$ cat src/rtl/fetch_unit.sv
// rtl/fetch_unit.sv - RISC-V instruction fetch stage with 2-entry word FIFO
//
// Keeps the fetch PC and issues word requests to a synchronous instruction
// memory whose data returns one cycle later. Returned words are buffered in a
// 2-entry FIFO that feeds the decoder over a valid/ready handshake. A redirect
// flushes the FIFO and kills the in-flight request. A halt stops fetch until
// reset.
//
// Ports:
//   clk, rst_n                  core clock, asynchronous active-low reset
//   imem_req, imem_addr         fetch request and word-aligned address
//   imem_rdata                  instruction word, one cycle after its request
//   ir, ir_pc, ir_valid         FIFO head to the decoder
//   id_ready                    decoder accepts the head this cycle
//   redirect_valid, redirect_pc taken branch/jump target
//   halt, halted                halt request and HALT state indicator
//   perf_fetched, perf_stall    performance counters (FETCH_PERF_EN only)
//
// Optional feature macro: FETCH_PERF_EN adds the performance counters.

module fetch_unit #(
  parameter logic [31:0] RESET_PC = 32'h0000_0000
) (
  input  logic        clk,
  input  logic        rst_n,
  output logic        imem_req,
  output logic [31:0] imem_addr,
  input  logic [31:0] imem_rdata,
  output logic [31:0] ir,
  output logic [31:0] ir_pc,
  output logic        ir_valid,
  input  logic        id_ready,
  input  logic        redirect_valid,
  input  logic [31:0] redirect_pc,
  input  logic        halt,
  output logic        halted
`ifdef FETCH_PERF_EN
  ,
  output logic [31:0] perf_fetched,
  output logic [31:0] perf_stall
`endif
);

  typedef enum logic {
    S_FETCH = 1'b0,
    S_HALT  = 1'b1
  } state_t;

  state_t      r_state;
  // Holds fetch off for the first edge after reset release, so the request
  // output stays low throughout reset.
  logic        r_active;
  logic [31:0] r_pc_f;
  logic        r_inflight;
  logic [31:0] r_inflight_addr;
  logic [31:0] r_fifo_data [2];
  logic [31:0] r_fifo_pc   [2];
  logic        r_rd_ptr;
  logic        r_wr_ptr;
  logic [1:0]  r_count;

  logic        w_fetch;
  logic        w_pop;
  logic        w_flush;
  logic        w_push;
  logic [2:0]  w_occ;
  logic        w_issue;

  assign w_fetch = (r_state == S_FETCH);
  assign w_pop   = w_fetch & (r_count != 2'd0) & id_ready;
  assign w_flush = w_fetch & (halt | redirect_valid);
  // A flush kills the response arriving this cycle.
  assign w_push  = r_inflight & ~w_flush;
  // Occupancy after this cycle's pop, counting the word still in flight.
  assign w_occ   = {1'b0, r_count} + {2'b00, r_inflight} - {2'b00, w_pop};
  assign w_issue = w_fetch & r_active & ~halt & ~redirect_valid & (w_occ < 3'd2);

  always_ff @(posedge clk or negedge rst_n) begin
    if (!rst_n) begin
      r_state         <= S_FETCH;
      r_active        <= 1'b0;
      r_pc_f          <= RESET_PC;
      r_inflight      <= 1'b0;
      r_inflight_addr <= 32'h0;
      r_fifo_data[0]  <= 32'h0;
      r_fifo_data[1]  <= 32'h0;
      r_fifo_pc[0]    <= 32'h0;
      r_fifo_pc[1]    <= 32'h0;
      r_rd_ptr        <= 1'b0;
      r_wr_ptr        <= 1'b0;
      r_count         <= 2'd0;
    end else begin
      r_active <= 1'b1;
      case (r_state)
        S_FETCH: begin
          if (halt || redirect_valid) begin
            if (halt) begin
              r_state <= S_HALT;
            end else begin
              r_pc_f <= redirect_pc & 32'hFFFF_FFFC;
            end
            r_inflight <= 1'b0;
            r_count    <= 2'd0;
            r_rd_ptr   <= 1'b0;
            r_wr_ptr   <= 1'b0;
          end else begin
            r_inflight <= w_issue;
            if (w_issue) begin
              r_inflight_addr <= r_pc_f;
              r_pc_f          <= r_pc_f + 32'd4;
            end
            if (w_push) begin
              r_fifo_data[r_wr_ptr] <= imem_rdata;
              r_fifo_pc[r_wr_ptr]   <= r_inflight_addr;
              r_wr_ptr              <= ~r_wr_ptr;
            end
            if (w_pop) begin
              r_rd_ptr <= ~r_rd_ptr;
            end
            case ({w_push, w_pop})
              2'b10:   r_count <= r_count + 2'd1;
              2'b01:   r_count <= r_count - 2'd1;
              default: r_count <= r_count;
            endcase
          end
        end
        default: begin
          // HALT is terminal; only rst_n leaves it.
          r_state <= S_HALT;
        end
      endcase
    end
  end

  assign imem_req  = w_issue;
  assign imem_addr = r_pc_f;
  assign ir        = r_fifo_data[r_rd_ptr];
  assign ir_pc     = r_fifo_pc[r_rd_ptr];
  assign ir_valid  = (r_count != 2'd0);
  assign halted    = (r_state == S_HALT);

`ifdef FETCH_PERF_EN
  logic [31:0] r_perf_fetched;
  logic [31:0] r_perf_stall;

  // Pops during a redirect or halt cycle still count as accepted transfers.
  always_ff @(posedge clk or negedge rst_n) begin
    if (!rst_n) begin
      r_perf_fetched <= 32'h0;
      r_perf_stall   <= 32'h0;
    end else if (w_fetch) begin
      if (w_pop) begin
        r_perf_fetched <= r_perf_fetched + 32'd1;
      end
      if (ir_valid && !id_ready) begin
        r_perf_stall <= r_perf_stall + 32'd1;
      end
    end
  end

  assign perf_fetched = r_perf_fetched;
  assign perf_stall   = r_perf_stall;
`endif

endmodule

$ cat config.mk
export PLATFORM = sky130hd
export DESIGN_NAME = fetch_unit
export DESIGN_NICKNAME = d
export VERILOG_FILES = /design/src/rtl/fetch_unit.sv
export SDC_FILE = /design/constraint.sdc
export NUM_CORES = 1
export LEC_CHECK = 0
export CAP_MARGIN = 30
export CORE_ASPECT_RATIO = 0.8
export CORE_MARGIN = 1
export CORE_UTILIZATION = 30
export DETAILED_ROUTE_END_ITERATION = 6
export HOLD_SLACK_MARGIN = 0.15
export PLACE_DENSITY = 0.53
export SETUP_SLACK_MARGIN = 0.2
export SYNTH_ARGS = -nofsm -noshare
export SYNTH_HDL_FRONTEND = slang
export SYNTH_SLANG_ARGS = --single-unit
$ cat constraint.sdc
create_clock -name clk -period 4.16 [get_ports clk]
set_clock_uncertainty 0.05 [all_clocks]
set_input_delay 0.832 -clock clk [delete_from_list [all_inputs] [get_ports clk]]
set_output_delay 0.832 -clock clk [all_outputs]
set_load 0.1 [all_outputs]
After elaboration in Yosys (flattened, before gate mapping)
Index checks and enable logic that the tools add are counted.
Word-level totals
  register bits after elaboration: 199
  input port bits: 69
  output and inout bits: 99
  logic and storage cells: 78
Operators by class
  add/subtract/negate cells: 5
  $lt $le $gt $ge: 4
  eq/ne operators: 3
  multiplexer cells: 23
  bitwise operators: 18
  reduce and logical (&&, ||, !) cells: 13
Operators by type and width (number)
  two-way mux 32 bit: 10
  bitwise mux 64 bit: 2
  adder 32 x 3 -> 32 bit (second input constant): 1
  demux 32 bit (select 1 bit): 1
  AND reduction 3 bit: 3
  AND 1 bit: 8
  two-way mux 1 bit: 8
  nonzero test 2 bit: 4
  NOT 1 bit: 7
  AND reduction 2 bit: 3
  greater-or-equal comparator 2 bit (second input constant): 2
  NOT 1 -> 2 bit: 2
  case mux 2 bit (2 select lines): 1
  adder 2 x 1 -> 3 bit: 1
  less-than comparator 3 x 2 -> 1 bit (second input constant): 1
  nonzero test 3 bit: 1
  subtractor 3 x 1 -> 3 bit: 1
  adder 2 x 1 -> 2 bit (second input constant): 1
  == test 2 x 1 -> 1 bit (second input constant): 1
  == test 2 bit (second input constant): 1
  less-than comparator 2 x 1 -> 1 bit (second input constant): 1
  two-way mux 2 bit: 1
  inequality test 2 bit (second input constant): 1
  subtractor 2 x 1 -> 2 bit (second input constant): 1
  3 further kinds: 3

Longest topological paths before layout
Gate-level depths: netlist (run 1).
  depth in word-level cells: 8
  gate-level depth with buffers: 13

Worst setup path before layout (run 1)
No wires, ideal clock.
  kind: reg-to-output
  start point: reg r_state (netlist: halted)
  end point: out imem_req
  arrival: 3.403 ns
  slack: -0.125 ns
  cell stages (with the launch flop): 11
  buffers on the path: 2
  cells stage by stage: dfrtp_1 clkbuf_1 nor2_1 ha_1 nand2b_1 fa_1 xor2_1 nor3_1 nand2_1 inv_2 buf_2
Between the ends
  word-level cells in the longest chain between the ends: 6
  elaborated cells on any way between the ends: 9
  those cells by class: 1 x add/sub; 1 x order compare; 7 x bitwise
Ends and longest elaborated chain
  start: declaration: RTL line 49  | state_t r_state;
  start signal: assignment: RTL line 80  | r_state <= S_FETCH;
  start signal: assignment: RTL line 98  | r_state <= S_HALT;
  start signal: assignment: RTL line 129  | r_state <= S_HALT;
  NOT 1 bit (no line) *
  AND 1 bit (2 in series): RTL line 70  | assign w_pop = w_fetch & (r_count != 2'd0) & id_ready;
  subtractor 3 x 1 -> 3 bit: RTL line 75  | assign w_occ = {1'b0, r_count} + {2'b00, r_inflight} - {2'b00, w_pop};
  less-than comparator 3 x 2 -> 1 bit: RTL line 76  | assign w_issue = w_fetch & r_active & ~halt & ~redirect_valid & (w_occ < 3'd2);
  AND 1 bit *: RTL line 76
  end: declaration: RTL line 26  | output logic imem_req,
Mark *: on every way between the ends. The rest lies on a longest branch, timed or not.

Worst setup path in the final report (run 1)
  start point: reg r_count[1]
  end point: out imem_req
Between the ends
  word-level cells in the longest chain between the ends: 6
  elaborated cells on any way between the ends: 7
  those cells by class: 2 x add/sub; 1 x order compare; 3 x bitwise; 1 x reduce/logical
Ends and longest elaborated chain
  start: declaration: RTL line 60  | logic [1:0] r_count;
  start signal: assignment: RTL line 121  | 2'b10: r_count <= r_count + 2'd1;
  start signal: assignment: RTL line 122  | 2'b01: r_count <= r_count - 2'd1;
  start signal: assignment: RTL line 123  | default: r_count <= r_count;
  nonzero test 2 bit: RTL line 70
  AND 1 bit (2 in series): RTL line 70
  subtractor 3 x 1 -> 3 bit *: RTL line 75
  less-than comparator 3 x 2 -> 1 bit *: RTL line 76
  AND 1 bit *: RTL line 76
Marks and branches as above.

==> flow_results.org, run 1 <==
** Status
- Outcome :: finished with violations
- Violated checks :: design-rule violations

** Finish
- In the final layout, the share of cells above drive strength 1 is 0.262.
- The library cells used most frequently in the layout, excluding fill and tap cells, are 189 x sky130_fd_sc_hd__dfrtp_1, 111 x sky130_fd_sc_hd__nand2_1, 105 x sky130_fd_sc_hd__mux2_2, 96 x sky130_fd_sc_hd__clkdlybuf4s50_1, 82 x sky130_fd_sc_hd__mux2_1.
- The number of antenna diodes in the final layout is 0.
- Post-synthesis to final-layout area growth :: 28.9%
- In the final design database the tool counted 967 nets.
- Once layout is done, the placed cells without fillers occupy 11300 µm².
- Leading cell type in the layout, fill and taps excluded :: sky130_fd_sc_hd__dfrtp_1
- Share of the core filled with cells :: 0.397

** GRT
- Entering global routing, the biggest net connects 95 pins.
- Global-route wire length before repair :: approximately 36000 µm
- The number of antenna violations at the first check in global routing is 0.
- Total track usage :: 0.157
- Total grt overflow :: 0
- Via count of the first global-routing pass :: 6252

** Synth
- Post-synthesis cell type with the largest combined area :: sky130_fd_sc_hd__dfrtp_1
- By area the synthesized netlist is led by sky130_fd_sc_hd__dfrtp_1 55%, sky130_fd_sc_hd__mux2_2 13%, sky130_fd_sc_hd__mux2_1 11%.
- Post-synthesis sequential area ratio :: 0.545
- Syn Area/Cell :: roughly 12 µm²
- Number of warning messages in the yosys log :: 0
- EDFF count, synth :: 0
- After synthesis the cells add up to between 8000 and 9000 µm².
- Main flop type after synthesis :: sky130_fd_sc_hd__dfrtp_1
- Asr flop ratio synth :: 1.00
- Gate count of the mapped netlist :: 743
- FF+latch count, synth :: 191
- Of the post-synthesis cell area, the dominant cell type holds 0.545.
- Library cells used by synthesis :: 53

** CTS
- TritonCTS built the clock tree.
- Number of buffers added to fix hold violations after cts :: 0
- Max Root-Sink Buffers :: 2
- Clock slew at the register clock pins of the worst setup and hold paths :: ~80 ps
- CTS H-Tree Depth :: 4
- CTS saw 191 sinks.
- TritonCTS created 17 clock buffers.
- Skew-Pair Late Insertion Delay :: 440 ps
- Root buffer cell :: sky130_fd_sc_hd__clkbuf_16

** Setup path
- The largest individual stage delay along the critical path comes from the cell sky130_fd_sc_hd__fa_2.
- The cell that appears most often on the critical path is sky130_fd_sc_hd__nand2_1.
- The critical path is of the reg2out type.
- Critical Path Start :: r_count[1]
- The number of cells on the worst reg-to-reg path is 15.
- Delay of the slowest cell on the worst path :: 560 ps
- In this run the worst path has a maximum fanout of 7.
- Critical Path Sink Type :: output pin
- STA puts the critical path data arrival time at 2940 ps.
- The endpoint identified for the worst register-to-register timing path is imem_addr[13].
- Worst R2R Start :: r_count[1]
- Worst path required time :: ~3300 ps
- The critical path goes through or2_4 -> nand2_2 -> nor2_2 -> ha_1 -> nand2b_1 -> fa_2 -> nand2_1 -> nor3_2 -> nand2_1 -> inv_2 -> buf_12.
- Worst reg-to-reg setup slack :: 900 ps
- STA classifies the critical path startpoint as a flop.
- Capture point of the critical path :: imem_req

** STA
- Max Transition Viols Final :: 0
- Final Hold Fails :: 0
- Final Cycle Share :: 0.918
- Setup repair after global routing left no endpoint under its margin.
- Slew at the pin with the worst max-slew slack :: 1000 ps
- Counting I/O delays and the setup requirement, the final critical path takes 3820 ps.
- Count of final setup violators :: 0
- Derived from the worst setup path, the maximum achievable clock frequency is 0.262 GHz.
- Headroom to the max-slew limit came out at 0.331.
- Fin Setup TNS :: 0 ps

** Power and ir drop
- Dividing total power by cell area gives a power density of between 300 and 400 nW/µm².
- Leak Pwr :: ~0.0055 µW
- Post-route total power :: 4480 µW
- Across the VDD grid, the largest voltage drop is approximately 0.00026 V.

** Floorplanning
- The die is 155 µm tall.
- Measured along the x axis, the die boundary spans between 150 and 200 µm.
- For this configuration, the core starts out at a cell density of 0.308.
- I/O pin count :: 168
- The floorplan step defined a core boundary enclosing 28500 µm².
- Total die area :: 29900 µm²
- Number of core rows :: 55

** Route
- Dividing the detail-routed via count by the number of cells gives 4.86.
- Detail Route Antenna Nets :: 0
- In the final routed layout, each cell accounts on average for roughly 18 µm.
- Number of DRC markers after the initial detailed-route iteration :: 403
- Detailed Route WL :: approximately 23000 µm
- For this run, design rule violations remaining after detail routing come to 8.
- DRT Pass-1 Iters :: 7
- For this block, the via count after detailed routing is 6213.

** Placement
- Area post-placement :: roughly 11000 µm²
- The count of buffers added on input and output ports is ~160.
- HPWL reported at the end of detailed placement :: between 15000 and 20000 µm
- The congestion estimate from routability-driven global placement came to between 0.8 and 0.9.

** Run
- The tool flagged a number of max-cap violations equal to 0.

** Worst hold path
- Classification of the worst-slack hold path :: in2async
## final cells by class
cell class	instances	area, µm²
multi-input combinational	499	3780
clock inverter	15	196
sequential	191	4780
timing repair buffer	179	1630
fill	2807	17200
tap	370	463
clock buffer	17	425
inverter	7	26.3
## sequential cells by signal, indices dropped and copies added (netlist names)
name             cells
r_rd_ptr             1
r_fifo_pc           60
r_fifo_data         64
r_active             1
r_count              2
r_wr_ptr             1
imem_addr           30
r_inflight_addr     30
r_inflight           1
halted               1
## cell usage after synthesis, types with 3 or more instances
| cell | count |
|---|---|
| sky130_fd_sc_hd__or2_1 | 3 |
| sky130_fd_sc_hd__a21oi_1 | 34 |
| sky130_fd_sc_hd__mux2_2 | 105 |
| sky130_fd_sc_hd__nor3_1 | 12 |
| sky130_fd_sc_hd__o21ai_0 | 25 |
| sky130_fd_sc_hd__nand3_1 | 16 |
| sky130_fd_sc_hd__or3_1 | 5 |
| sky130_fd_sc_hd__nand2_1 | 113 |
| sky130_fd_sc_hd__buf_2 | 13 |
| sky130_fd_sc_hd__clkbuf_1 | 26 |
| sky130_fd_sc_hd__o22ai_1 | 10 |
| sky130_fd_sc_hd__dfrtp_1 | 191 |
| sky130_fd_sc_hd__nor3b_1 | 4 |
| sky130_fd_sc_hd__inv_1 | 5 |
| sky130_fd_sc_hd__a31oi_1 | 3 |
| sky130_fd_sc_hd__buf_4 | 7 |
| sky130_fd_sc_hd__and3_1 | 4 |
| sky130_fd_sc_hd__a2bb2oi_1 | 5 |
| sky130_fd_sc_hd__o32ai_1 | 3 |
| sky130_fd_sc_hd__mux2_1 | 82 |
| sky130_fd_sc_hd__nand4_1 | 9 |
| sky130_fd_sc_hd__nor2_1 | 23 |
## critical path, delay by kind of cell, from the launching register on
family	cells	cell delay [ps]
simple gates	7	910
fa+ha+maj	2	820
flops	1	490
buf+inv	2	280
## how the worst min path moves through the flow
stage | from | end | slack, ps | cells past startpoint
after CTS | r_fifo_pc[42] | r_fifo_pc[42] | 440 | 1
after global routing | r_fifo_data[39] | r_fifo_data[39] | 450 | 1
final | rst_n | imem_addr[15] | 420 | 1
after floorplan | r_fifo_data[43] | r_fifo_data[43] | 400 | 1
after detailed placement | r_fifo_data[52] | r_fifo_data[52] | 420 | 1
after global placement | r_fifo_pc[61] | r_fifo_pc[61] | 410 | 1
## routing by layer
layer,vias up,routed length (µm),global-route usage
met5,-,0,0
li1,2922,-,-
met4,0,189,0.0398
met1,3123,11600,0.238
met2,154,9630,0.220
met3,14,1290,0.0370
## power breakdown
group / internal [µW] / total [µW] / switching (µW)
registers: 1910 / 2010 / 101
logic: 207 / 734 / 527
clock network: 920 / 1730 / 815
## through the flow
stage | instances | hold slack, ps | worst slack (ps)
finish | 1278 | 423 | 342
global route | 1278 | 449 | 227
CTS | 1276 | 440 | 237
detailed placement | 1244 | 422 | 96.9
global placement | 1244 | 413 | 96.9
floorplan | 746 | 404 | 297
## kinds of logic after synthesis
kind of cell | share of synthesized area
AO/OA/AOI/OAI | 0.0632
XOR/XNOR | 0.00400
adder cells (fa/ha/maj) | 0.00514
buffers and inverters | 0.0297
flip-flops | 0.545
multiplexers | 0.242
other | 0.000856
AND/OR/NAND/NOR | 0.110
## timing repair
item,4_1_cts,5_1_grt
gates cloned,0,0
gates resized for setup,3,2
endpoints found under the hold margin,0,0
pin swaps,1,4
endpoints found under the setup margin,1,1
setup buffers,0,2
(Power assumes the default switching activity.)
==> run 2: changes to the inputs <==
--- a/config.mk
+++ b/config.mk
@@ -11,6 +11,7 @@
 export CORE_UTILIZATION = 30
 export DETAILED_ROUTE_END_ITERATION = 6
 export HOLD_SLACK_MARGIN = 0.15
+export MAX_ROUTING_LAYER = met4
 export PLACE_DENSITY = 0.53
 export SETUP_SLACK_MARGIN = 0.2
 export SYNTH_ARGS = -nofsm -noshare
==> flow_results.org, run 2 (synthesis results as in run 1) <==
** Setup path
- Capture point of the critical path :: imem_req
- STA classifies the critical path endpoint as an output pin.
- The most numerous cell type found on the critical path is sky130_fd_sc_hd__nand2_1.
- Worst reg-to-reg setup slack :: 910 ps (about the same)
- The required arrival time at the worst endpoint was 3280 ps (about the same).
- Delay of the slowest cell on the worst path :: 560 ps (about the same)
- The critical path is of the reg2out type.
- The length in cells of the worst reg-to-reg path came to 12 (-3).
- Kind of launch point of the worst setup path :: flop
- Worst path arrival time :: 2940 ps (about the same)
- Sequence of cells on the critical path :: or2_4 -> nand2_2 -> nor2_2 -> ha_1 -> nand2b_1 -> fa_2 -> nand2_1 -> nor3_2 -> nand2_1 -> inv_2 -> buf_12
- The startpoint identified for the worst register-to-register timing path is r_count[1].
- Critical Path Start :: r_count[1]
- Slowest-stage cell, CP :: sky130_fd_sc_hd__fa_2
- The largest fanout on the critical path is 7 (unchanged).
- The endpoint identified for the worst register-to-register timing path is imem_addr[28].

** Run
- The number of max-cap violations came to 0 (unchanged).

** GRT
- Global-route wire length before repair :: 36100 µm (+0.11%)
- The overall global routing resource usage is 0.162 (+0.00490).
- Total grt overflow :: 0 (unchanged)
- The number of antenna violations at the first check in global routing is 0 (unchanged).
- Maximum number of pins on one net before global-route repair :: 95 (unchanged)
- Via count of the first global-routing pass :: 6252 (unchanged)

** Status
- The final reports fail on design-rule violations.
- The run finished, with violations left.

** STA
- Count of final setup violators :: 0 (unchanged)
- The time the final worst path needs with I/O delays and setup came to 3820 ps (+2.63 ps).
- The final-report hold violation count came to 0 (unchanged).
- Setup repair after global routing left no endpoint under its margin.
- Final-layout worst hold slack :: 419 ps (-3.97 ps)
- Final Cycle Share :: 0.919 (about the same)
- The final total negative setup slack was 0 ps (unchanged).
- The peak clock frequency supported by timing is 0.262 GHz (about the same).
- Max Transition Viols Final :: 0 (unchanged)
- The headroom to the max-slew limit is 0.331 (about the same).
- The transition time of the tightest slew-check pin came to 1000 ps (+0.0562 ps).

** Floorplanning
- The core area was 28500 µm² (unchanged).
- The count of boundary I/O pins is 168 (unchanged).
- The overall die area is 29900 µm² (unchanged).
- The die width came to 193 µm (unchanged).
- Number of core rows :: 55 (unchanged)
- Die Y-Extent :: 155 µm (unchanged)
- Effective utilization at floorplan :: 0.308 (unchanged)

** Finish
- Post-synthesis to final-layout area growth :: 28.9% (unchanged)
- ANT cells :: 0 (unchanged)
- Most frequent cells in the layout :: 189 x sky130_fd_sc_hd__dfrtp_1, 111 x sky130_fd_sc_hd__nand2_1, 105 x sky130_fd_sc_hd__mux2_2, 96 x sky130_fd_sc_hd__clkdlybuf4s50_1, 82 x sky130_fd_sc_hd__mux2_1
- The largest registers in the layout are r_fifo_data: 64 flops, r_fifo_pc: 60 flops.
- The number of flip-flops in the largest register came to 64 (unchanged).
- The total area of sequential cells is 4780 µm² (unchanged).
- Top reg by flops :: r_fifo_data
- Net count, final :: 967 (unchanged)
- The total of fill cells in the finished design came to 2807 (unchanged).
- Area taken by multi-input logic gates :: 3780 µm² (unchanged)
- The library cell used most frequently in the layout, excluding fill and tap cells, is sky130_fd_sc_hd__dfrtp_1.
- The fraction of layout cells with a size suffix above 1 was 0.262 (unchanged).

** CTS
- The number of CTS-inserted buffers came to 17 (unchanged).
- Max Root-Sink Buffers :: 2 (unchanged)
- The number of levels the H-tree was split into was 4 (unchanged).
- The clock-pin slew of the registers on the worst-case setup and hold paths is 80 ps (about the same).
- Clock tree synthesis selected as its root buffer the cell sky130_fd_sc_hd__clkbuf_16.
- Clock tree sinks :: 191 (unchanged)
- Clock tree from TritonCTS :: built
- Number of buffers added to fix hold violations after cts :: 0 (unchanged)
- The clock insertion delay at the later pin of the skew report was 430 ps (about the same).

** Route
- DRT Pass-1 Iters :: 7 (unchanged)
- Detailed Route WL :: 22800 µm (+0.26%)
- The remaining routing DRC violations is 8 (unchanged).
- Vias per cell :: 4.88 (+0.47%)
- The number of nets still failing antenna checks after routing was 0 (unchanged).
- Total via count after detailed routing :: 6242 (+0.47%)
- Number of DRC markers after the initial detailed-route iteration :: 444 (+10%)
- Post-detailed-route wirelength per cell :: 17.8 µm (+0.26%)

** Power and ir drop
- Power Dens Cells :: 396 nW/µm² (about the same)
- Leak Pwr :: 0.00555 µW (unchanged)
- IR drop worst, VDD :: 0.000258 V (about the same)

** Placement
- The HPWL after detailed placement is 15000 µm (unchanged).
- # port buffers :: 161 (unchanged)
- The final weighted congestion in routability-driven placement is 0.852 (+1.5%).

** Worst hold path
- Classification of the worst-slack hold path :: in2async
-- run 2: cell counts in the layout (fill, tap and decap cells not counted) --
Identical to the previous run, type by type.
-- run 2: repair_timing --
item,CTS,global route
setup endpoints to repair,1,1
gates resized for setup,3,2
buffers inserted,0,2
pin swaps,1,4
-- run 2: worst min path at each step --
stage / from / slack, ps / to / cells after the start
after detailed placement: r_fifo_data[52] / 420 / r_fifo_data[52] / 1
after floorplan: r_fifo_data[43] / 400 / r_fifo_data[43] / 1
final: rst_n / 420 / imem_addr[15] / 1
after CTS: r_fifo_pc[42] / 440 / r_fifo_pc[42] / 1
after global routing: r_fifo_data[39] / 450 / r_fifo_data[39] / 1
after global placement: r_fifo_pc[61] / 410 / r_fifo_pc[61] / 1
-- run 2: worst max-delay path, delay by kind of cell (launching register included) --
family	cells	cell delay [ps]
simple gates	7	910
fa+ha+maj	2	820
flops	1	490
buf+inv	2	280
-- run 2: cell type report --
class	instances	share of cell area
clock buffers	17	0.0376
clock inverters	15	0.0174
inverters	7	0.00232
multi-input cells	499	0.334
flip-flops and latches	191	0.423
well taps	370	0.0409
repair buffers	179	0.144
-- run 2: through the flow --
step	total power (µW)	setup slack [ps]	cells	util	area (µm²)
floorplan	2510	297	746	-	8790
global placement	2780	96.9	1244	0.374	10700
detailed placement	2780	96.9	1244	0.374	10700
CTS	4530	237	1276	0.396	11300
global route	4650	227	1278	0.397	11300
finish	4480	339	1278	0.397	11300
-- run 2: metal layers --
layer / wire length (µm) / vias to the layer above / GRT usage / share of wire
li1: - / 2921 / - / -
met5: 0 / - / - / 0
met2: 9600 / 178 / 0.220 / 0.42
met3: 1240 / 21 / 0.0336 / 0.054
met1: 11700 / 3122 / 0.241 / 0.51
met4: 233 / 0 / 0.0398 / 0.010
-- run 2: report_power, final --
part | internal (µW) | leakage [µW] | switching (µW)
Combinational | 207 | 0.00265 | 527
Sequential | 1910 | 0.00260 | 100
Clock | 920 | 0.000301 | 813
Total | 3040 | 0.00555 | 1440
